**config.mk**
```make
export PLATFORM = sky130hd
export DESIGN_NAME = instruction_decode
export DESIGN_NICKNAME = d
export VERILOG_FILES = /design/src/rtl/mips_pkg.sv /design/src/rtl/register_file.sv /design/src/rtl/instruction_decode.sv
export SDC_FILE = /design/constraint.sdc
export NUM_CORES = 2
export LEC_CHECK = 0
export BUFFER_PORTS_ARGS = -buffer_cell sky130_fd_sc_hd__buf_2
export CAP_MARGIN = 20
export CORE_MARGIN = 2
export CORE_UTILIZATION = 65
export CTS_CLUSTER_SIZE = 20
export DETAILED_ROUTE_END_ITERATION = 10
export GPL_ROUTABILITY_DRIVEN = 1
export PLACE_DENSITY = 0.84
export SKIP_LAST_GASP = 1
export SYNTH_ARGS = -nofsm -noshare
export SYNTH_HDL_FRONTEND = slang
export SYNTH_SLANG_ARGS = --single-unit
```
**constraint.sdc**
```tcl
create_clock -name clk -period 9.1 [get_ports clk]
set_clock_uncertainty 0.2 [all_clocks]
set_input_delay 1.365 -clock clk [delete_from_list [all_inputs] [get_ports clk]]
set_output_delay 1.365 -clock clk [all_outputs]
set_load 0.1 [all_outputs]
```
**src/rtl/mips_pkg.sv**
```systemverilog
// -----------------------------------------------------------------------------
// mips_pkg
// Shared definitions for the MIPS decode stage:
//   - opcode / funct encodings of the supported instruction subset
//   - ALU operation codes and the packed ID/EX control word
//   - bit offsets of every field inside the 121-bit ID/EX register
//   - bit positions of the instruction fields
// -----------------------------------------------------------------------------
package mips_pkg;

  // Opcodes (instr[31:26])
  localparam logic [5:0] OP_RTYPE = 6'h00;
  localparam logic [5:0] OP_J     = 6'h02;
  localparam logic [5:0] OP_BEQ   = 6'h04;
  localparam logic [5:0] OP_BNE   = 6'h05;
  localparam logic [5:0] OP_ADDI  = 6'h08;
  localparam logic [5:0] OP_LW    = 6'h23;
  localparam logic [5:0] OP_SW    = 6'h2B;

  // R-type funct codes (instr[5:0])
  localparam logic [5:0] FN_ADD = 6'h20;
  localparam logic [5:0] FN_SUB = 6'h22;
  localparam logic [5:0] FN_AND = 6'h24;
  localparam logic [5:0] FN_OR  = 6'h25;
  localparam logic [5:0] FN_SLT = 6'h2A;

  typedef enum logic [3:0] {
    ALU_ADD = 4'd0,
    ALU_SUB = 4'd1,
    ALU_AND = 4'd2,
    ALU_OR  = 4'd3,
    ALU_SLT = 4'd4
  } alu_op_e;

  // Packed MSB-first, so reg_write lands on bit 0 and alu_op on [9:6].
  typedef struct packed {
    alu_op_e alu_op;
    logic    reg_dst;
    logic    alu_src;
    logic    mem_to_reg;
    logic    mem_write;
    logic    mem_read;
    logic    reg_write;
  } ctrl_t;

  // ID/EX register layout
  localparam int ID_EX_W     = 121;
  localparam int IDX_CTRL    = 0;
  localparam int CTRL_W      = 10;
  localparam int IDX_RS_DATA = 10;
  localparam int IDX_RT_DATA = 42;
  localparam int IDX_IMM     = 74;
  localparam int IDX_RS      = 106;
  localparam int IDX_RT      = 111;
  localparam int IDX_RD      = 116;

  // Instruction field positions
  localparam int INSTR_OPC   = 26;
  localparam int INSTR_RS    = 21;
  localparam int INSTR_RT    = 16;
  localparam int INSTR_RD    = 11;
  localparam int INSTR_FUNCT = 0;
  localparam int INSTR_IMM   = 0;
  localparam int INSTR_TGT   = 0;

endpackage

```
**src/rtl/register_file.sv**
```systemverilog
// -----------------------------------------------------------------------------
// register_file
// 32 x 32-bit architectural register file, two combinational read ports and
// one synchronous write port. r0 is hard-wired to zero. A read of the address
// being written in the same cycle returns the write data (write-first bypass),
// so WB and ID can share a cycle without a hazard.
// Ports:
//   clk, rst_n        clock, asynchronous active-low clear of all registers
//   ra1_i / ra2_i     read addresses;  rd1_o / rd2_o  read data
//   we_i, wa_i, wd_i  write enable / address / data
// -----------------------------------------------------------------------------
module register_file #(
  parameter int DEPTH = 32
) (
  input  logic        clk,
  input  logic        rst_n,
  input  logic [4:0]  ra1_i,
  input  logic [4:0]  ra2_i,
  output logic [31:0] rd1_o,
  output logic [31:0] rd2_o,
  input  logic        we_i,
  input  logic [4:0]  wa_i,
  input  logic [31:0] wd_i
);

  logic [31:0] mem_q [DEPTH];
  logic        wr_en;

  assign wr_en = we_i && (wa_i != 5'd0);

  // NOTE: the array is cleared by reset because the pipeline must see all
  // registers as zero after reset; this rules out a RAM macro and costs flops.
  // NOTE: sequential state uses non-blocking assignments so every register
  // samples pre-edge values regardless of block ordering.
  always_ff @(posedge clk or negedge rst_n) begin
    if (!rst_n) begin
      for (int i = 0; i < DEPTH; i++) mem_q[i] <= '0;
    end else if (wr_en) begin
      mem_q[wa_i] <= wd_i;
    end
  end

  always_comb begin
    if (ra1_i == 5'd0)                rd1_o = '0;
    else if (wr_en && wa_i == ra1_i)  rd1_o = wd_i;
    else                              rd1_o = mem_q[ra1_i];
  end

  always_comb begin
    if (ra2_i == 5'd0)                rd2_o = '0;
    else if (wr_en && wa_i == ra2_i)  rd2_o = wd_i;
    else                              rd2_o = mem_q[ra2_i];
  end

endmodule

```
**src/rtl/instruction_decode.sv**
```systemverilog
// -----------------------------------------------------------------------------
// instruction_decode
// ID stage of the 5-stage MIPS pipeline: decodes the IF/ID word, reads the
// register file, resolves beq/bne/j, detects load-use and branch-operand
// hazards, and registers the 121-bit ID/EX word.
// Ports:
//   clk, rst_n               clock, asynchronous active-low reset
//   instructionFetchReg      IF/ID: [63:32] instruction, [31:0] its pc
//   wbEn, wbAddr, wbData     register-file write from WB
//   exRegWrite, exMemRead, exRd   EX-stage destination info
//   memMemRead, memRd        MEM-stage load info
//   branchResult/branchAddrs fetch redirect and target
//   regStall                 IF/ID load enable (0 = hold)
//   muxStall                 PC hold (1 = hold)
//   idExReg                  registered ID/EX word
// -----------------------------------------------------------------------------
module instruction_decode
  import mips_pkg::*;
#(
  parameter int RF_DEPTH       = 32,
  parameter bit NOP_ON_ILLEGAL = 1'b1
) (
  input  logic         clk,
  input  logic         rst_n,
  input  logic [63:0]  instructionFetchReg,
  input  logic         wbEn,
  input  logic [4:0]   wbAddr,
  input  logic [31:0]  wbData,
  input  logic         exRegWrite,
  input  logic         exMemRead,
  input  logic [4:0]   exRd,
  input  logic         memMemRead,
  input  logic [4:0]   memRd,
  output logic         branchResult,
  output logic [31:0]  branchAddrs,
  output logic         regStall,
  output logic         muxStall,
  output logic [120:0] idExReg
);

  // Instruction fields
  logic [31:0] instr, pc;
  logic [5:0]  opcode, funct;
  logic [4:0]  rs, rt, rd_r;
  logic [15:0] imm;
  logic [25:0] jtarget;

  assign instr   = instructionFetchReg[63:32];
  assign pc      = instructionFetchReg[31:0];
  assign opcode  = instr[INSTR_OPC +: 6];
  assign rs      = instr[INSTR_RS +: 5];
  assign rt      = instr[INSTR_RT +: 5];
  assign rd_r    = instr[INSTR_RD +: 5];
  assign funct   = instr[INSTR_FUNCT +: 6];
  assign imm     = instr[INSTR_IMM +: 16];
  assign jtarget = instr[INSTR_TGT +: 26];

  logic [31:0] imm_sext;
  assign imm_sext = {{16{imm[15]}}, imm};

  // Register file
  logic [31:0] rs_data, rt_data;

  register_file #(.DEPTH(RF_DEPTH)) u_rf (
    .clk   (clk),
    .rst_n (rst_n),
    .ra1_i (rs),
    .ra2_i (rt),
    .rd1_o (rs_data),
    .rd2_o (rt_data),
    .we_i  (wbEn),
    .wa_i  (wbAddr),
    .wd_i  (wbData)
  );

  // Decode
  ctrl_t ctrl;
  logic  is_rtype, is_beq, is_bne, is_j, reads_rt, illegal;
  logic [4:0] rd_field;

  assign rd_field = (opcode == OP_RTYPE) ? rd_r : rt;

  // NOTE: every always_comb output gets a default first so no path leaves a
  // signal unassigned and infers a latch.
  always_comb begin
    ctrl     = '0;
    is_rtype = 1'b0;
    is_beq   = 1'b0;
    is_bne   = 1'b0;
    is_j     = 1'b0;
    reads_rt = 1'b0;
    illegal  = 1'b0;
    case (opcode)
      OP_RTYPE: begin
        is_rtype       = 1'b1;
        reads_rt       = 1'b1;
        ctrl.reg_write = 1'b1;
        ctrl.reg_dst   = 1'b1;
        case (funct)
          FN_ADD:  ctrl.alu_op = ALU_ADD;
          FN_SUB:  ctrl.alu_op = ALU_SUB;
          FN_AND:  ctrl.alu_op = ALU_AND;
          FN_OR:   ctrl.alu_op = ALU_OR;
          FN_SLT:  ctrl.alu_op = ALU_SLT;
          default: begin
            illegal     = 1'b1;
            ctrl.alu_op = ALU_ADD;
          end
        endcase
      end
      OP_J:   is_j = 1'b1;
      OP_BEQ: begin
        is_beq   = 1'b1;
        reads_rt = 1'b1;
      end
      OP_BNE: begin
        is_bne   = 1'b1;
        reads_rt = 1'b1;
      end
      OP_ADDI: begin
        ctrl.reg_write = 1'b1;
        ctrl.alu_src   = 1'b1;
      end
      OP_LW: begin
        ctrl.reg_write  = 1'b1;
        ctrl.mem_read   = 1'b1;
        ctrl.mem_to_reg = 1'b1;
        ctrl.alu_src    = 1'b1;
      end
      OP_SW: begin
        ctrl.mem_write = 1'b1;
        ctrl.alu_src   = 1'b1;
        reads_rt       = 1'b1;
      end
      default: illegal = 1'b1;
    endcase
    // With bubbling disabled an unknown funct still executes as add; an
    // unknown opcode has no sensible meaning and always bubbles.
    if (illegal && (NOP_ON_ILLEGAL || !is_rtype)) ctrl = '0;
    // Writes to r0 are dropped here so an all-zero ID/EX word is a clean bubble.
    if (rd_field == 5'd0) ctrl.reg_write = 1'b0;
  end

  // Hazards
  logic load_use, br_hazard, stall;

  assign load_use = exMemRead && (exRd != 5'd0) &&
                    ((exRd == rs) || (reads_rt && (exRd == rt)));

  // beq/bne compare in ID, so any in-flight producer of an operand stalls.
  assign br_hazard = (is_beq || is_bne) && (
                       (exRegWrite && (exRd != 5'd0) && ((exRd == rs) || (exRd == rt))) ||
                       (memMemRead && (memRd != 5'd0) && ((memRd == rs) || (memRd == rt))));

  assign stall = load_use || br_hazard;

  // Branch resolution
  logic [31:0] pc_plus4, br_target, j_target, target;
  logic        taken, redirect;

  assign pc_plus4  = pc + 32'd4;
  assign br_target = pc_plus4 + {imm_sext[29:0], 2'b00};
  assign j_target  = {pc_plus4[31:28], jtarget, 2'b00};
  assign taken     = is_j || (is_beq && (rs_data == rt_data)) ||
                     (is_bne && (rs_data != rt_data));
  assign target    = is_j ? j_target : br_target;

  // Fetch controls are held at their idle values while reset is asserted.
  assign redirect     = rst_n && !stall && taken;
  assign branchResult = redirect;
  assign branchAddrs  = redirect ? target : 32'd0;
  assign regStall     = !rst_n || !stall;
  assign muxStall     = rst_n && stall;

  // ID/EX register
  logic [ID_EX_W-1:0] decoded, id_ex_d, id_ex_q;

  always_comb begin
    decoded                         = '0;
    decoded[IDX_CTRL    +: CTRL_W]  = ctrl;
    decoded[IDX_RS_DATA +: 32]      = rs_data;
    decoded[IDX_RT_DATA +: 32]      = rt_data;
    decoded[IDX_IMM     +: 32]      = imm_sext;
    decoded[IDX_RS      +: 5]       = rs;
    decoded[IDX_RT      +: 5]       = rt;
    decoded[IDX_RD      +: 5]       = rd_field;
  end

  assign id_ex_d = stall ? '0 : decoded;

  always_ff @(posedge clk or negedge rst_n) begin
    if (!rst_n) id_ex_q <= '0;
    else        id_ex_q <= id_ex_d;
  end

  assign idExReg = id_ex_q;

endmodule

```
==> impl_metrics.env <==
export IMPL_outcome="finished clean"
export IMPL_stdcell_count=5990
export IMPL_synthDistinctLibCells=82
export IMPL_fmax_ghz=0.1152
export IMPL_areaGrowthSynthToFinish_pct=10.15
export IMPL_ys_seq_elements=1127
export IMPL_netlist_area_um2=61810
export IMPL_worst_ep_required_time_ns=7.54
export IMPL_p_per_area_nw_per_um2=225.8
export IMPL_yosysMostFrequentCell="dfrtp_1"
export IMPL_yosys_warnings=0
export IMPL_ys_flop_type="dfrtp_1"
export IMPL_die_area_um2=97580
export IMPL_routabilityCongestion=0.9496
export IMPL_relSlewSlack_pct=27.17
export IMPL_overflow=0
export IMPL_numClockSinks=1127
export IMPL_place_hpwl_um=117100
export IMPL_grt_pass1_vias=45670
export IMPL_netlist_area_leader_share_pct=45.63
export IMPL_fin_crit_sh_pct=95.40
export IMPL_leakage_nw=30.09
export IMPL_start_util_pct=65.35
export IMPL_antenna_left=0
export IMPL_cp_slowest_stage_delay_ns=0.71
export IMPL_dieHeight_um=312.4
export IMPL_critPathLaunchType="primary input"
export IMPL_clk_pin_slew_ns=0.06
export IMPL_wl_um=200000
export IMPL_power_mw=15.38
export IMPL_grt_util_all_layers_pct=40.97
export IMPL_antenna_found_initial=12
export IMPL_wire_per_inst_um=33.40
export IMPL_worst_pin_slew_ns=1.084
export IMPL_postSynth_asyncResetShare_pct=100.0
export IMPL_cts_buffers=113
export IMPL_cts_max_level=3
export IMPL_clk_path_buf_depth=3
export IMPL_drtIter0Drc=6739
export IMPL_rsz0062_at_grt="no"
export IMPL_ctsHoldBuffers=0
export IMPL_cts_tree="yes"
export IMPL_hold_violations=0
export IMPL_peakVddDrop_v=0.0001802
export IMPL_synth_nets=4743
export IMPL_drv_slew=0
export IMPL_clk_latency_ns=0.70
export IMPL_worstPathCellList="buf_8 > or3_1 > nor3_2 > a31oi_4 > buf_4 > a32oi_1 > o21a_1 > o22ai_1 > or4_1 > or4_4 > o31a_1 > o21bai_4 > buf_4 > a211oi_1 > buf_2"
export IMPL_grt_max_degree=165
export IMPL_viasPerCell=7.564
export IMPL_avgSynthCellArea_um2=13.47
export IMPL_ys_top_cells_by_area="dfrtp_1 46%, mux2_2 17%, mux4_2 16%"
export IMPL_yosys_area_top_type="dfrtp_1"
export IMPL_drive_above_1_share_pct=44.19
export IMPL_dp_cells=5770
export IMPL_portBuffers=271
export IMPL_synth_cells=4590
export IMPL_synth_common_cells="1127 x dfrtp_1, 956 x mux2_2, 446 x mux4_2"
export IMPL_synth_seq_area_share_pct=45.63
export IMPL_post_cts_buffers=0
export IMPL_io_pins=273
export IMPL_drt_pass1_iter_count=6
export IMPL_crit_fanout=48
export IMPL_grt_pass1_wl_um=296000
export IMPL_root_buffer="clkbuf_16"
export IMPL_cts_resized_gates=0
export IMPL_cp_slowest_cell="or4_1"
export IMPL_setup_tns_ns=0
export IMPL_hold_path_class="reg2reg"
export IMPL_fin_crit_ns=8.681
export IMPL_setup_viol=0
export IMPL_cpMostUsedCell="buf_4"
export IMPL_core_um2=94590
export IMPL_endpoint_kind="output port"
export IMPL_worstPathArrival_ns=7.12
export IMPL_die_w_um=312.4
export IMPL_worstSetupPathType="in2out"
export IMPL_nNetsFinal=4775
export IMPL_max_cap_viol_count=0
export IMPL_route_vias_total=45310
export IMPL_synth_edff_count=0
export IMPL_drcViolationCount=0
export IMPL_std_cell_rows=113
export IMPL_fillers=5791
==> routing by layer <==
layer  vias to the layer above  part of all wire [%]  global-route usage (%)
li1                      17510                     -                       -
met1                     22990                    34                   53.25
met2                      3828                    44                   59.11
met3                       977                    14                   13.97
met4                         2                   7.3                   26.86
met5                         -                0.0085                       0
==> sequential cells by signal (all words and copies together), names as in the netlist <==
signal / flops
idExReg: 103
u_rf.mem_q: 1024
==> worst max-delay path, delay by kind of cell <==
kind	cells	cell delay, ns
and+or+nand+nor	4	2.53
AOI/OAI and AO/OA	7	1.93
buffers and inverters	4	1.17
==> through the flow <==
stage	cell area [um^2]	worst slack (ns)	utilization (%)	hold WS [ns]
2_1_floorplan	61810	0.5005	-	0.2413
6_report	68090	0.4188	71.98	0.1960
3_5_place_dp	63960	0.7396	67.62	0.1830
5_1_grt	68080	0.3732	71.97	0.2089
3_3_place_gp	63960	0.8225	67.62	0.1784
4_1_cts	68010	0.7145	71.90	0.1967
==> cells in the final DEF (no fill, tap or decap), types with 23 or more instances in the layout <==
master / netlist / routed
xnor2_1: 47 / 47
and3_1: 24 / 23
clkinv_2: 0 / 24
o221ai_1: 24 / 24
buf_4: 59 / 115
mux2_2: 956 / 956
buf_2: 50 / 264
mux2i_1: 189 / 189
nand4_1: 36 / 36
mux4_2: 446 / 446
nand2_1: 270 / 255
ha_1: 35 / 35
o21ai_0: 123 / 123
o22ai_1: 40 / 40
a211oi_1: 25 / 25
a22oi_1: 79 / 79
inv_1: 34 / 32
nor3_1: 67 / 67
a21oi_1: 75 / 75
dfrtp_1: 1127 / 1127
clkbuf_8: 0 / 27
nand3_1: 41 / 39
xor2_1: 43 / 43
nor2_1: 110 / 96
clkbuf_16: 0 / 114
==> cell type report <==
| cell class | instances | area [um^2] | area share, % |
|---|---|---|---|
| Antenna cell | 11 | 27.53 | 0.04043 |
| Clock buffer | 155 | 3267 | 4.798 |
| Clock inverter | 52 | 774.5 | 1.137 |
| Inverter | 37 | 140.1 | 0.2058 |
| Multi-Input combinational cell | 2939 | 31430 | 46.16 |
| Sequential cell | 1127 | 28200 | 41.42 |
| Tap cell | 1265 | 1583 | 2.325 |
| Timing Repair Buffer | 404 | 2665 | 3.914 |
==> where the power goes <==
group | switching (mW) | internal (mW) | leakage (nW)
logic | 1.92 | 1.72 | 13.7
registers | 0.722 | 5.93 | 14.4
clock network | 2.04 | 3.04 | 1.99
total | 4.68 | 10.7 | 30.1
==> cells by family (layout without fill, tap and decap cells) <==
| kind of cell | Yosys count | after routing | synth area share [%] |
|---|---|---|---|
| AOI/OAI and AO/OA | 570 | 570 | 6.587 |
| xor gates and xnor gates | 90 | 90 | 1.275 |
| adders and majority gates | 36 | 36 | 0.7409 |
| buffers and inverters | 524 | 648 | 3.872 |
| DFF | 1127 | 1127 | 45.63 |
| muxes | 1597 | 1597 | 36.98 |
| other | 1 | 12 | 0.006067 |
| and+or+nand+nor | 645 | 645 | 4.911 |
==> worst paths after layout <==
path	from	end	slack (ns)	depth (start not counted)
max in group asynchronous	rst_n	idExReg[32]	5.08	4
min in group asynchronous	rst_n	idExReg[80]	0.46	1
setup / recovery	instructionFetchReg[53]	branchAddrs[11]	0.42	15
hold reg to reg	u_rf.mem_q[1014]	u_rf.mem_q[1014]	0.20	0
setup reg to reg	u_rf.mem_q[141]	idExReg[23]	6.47	6
hold / removal	u_rf.mem_q[1014]	u_rf.mem_q[1014]	0.20	0
Power figures use the tool's default switching activity.
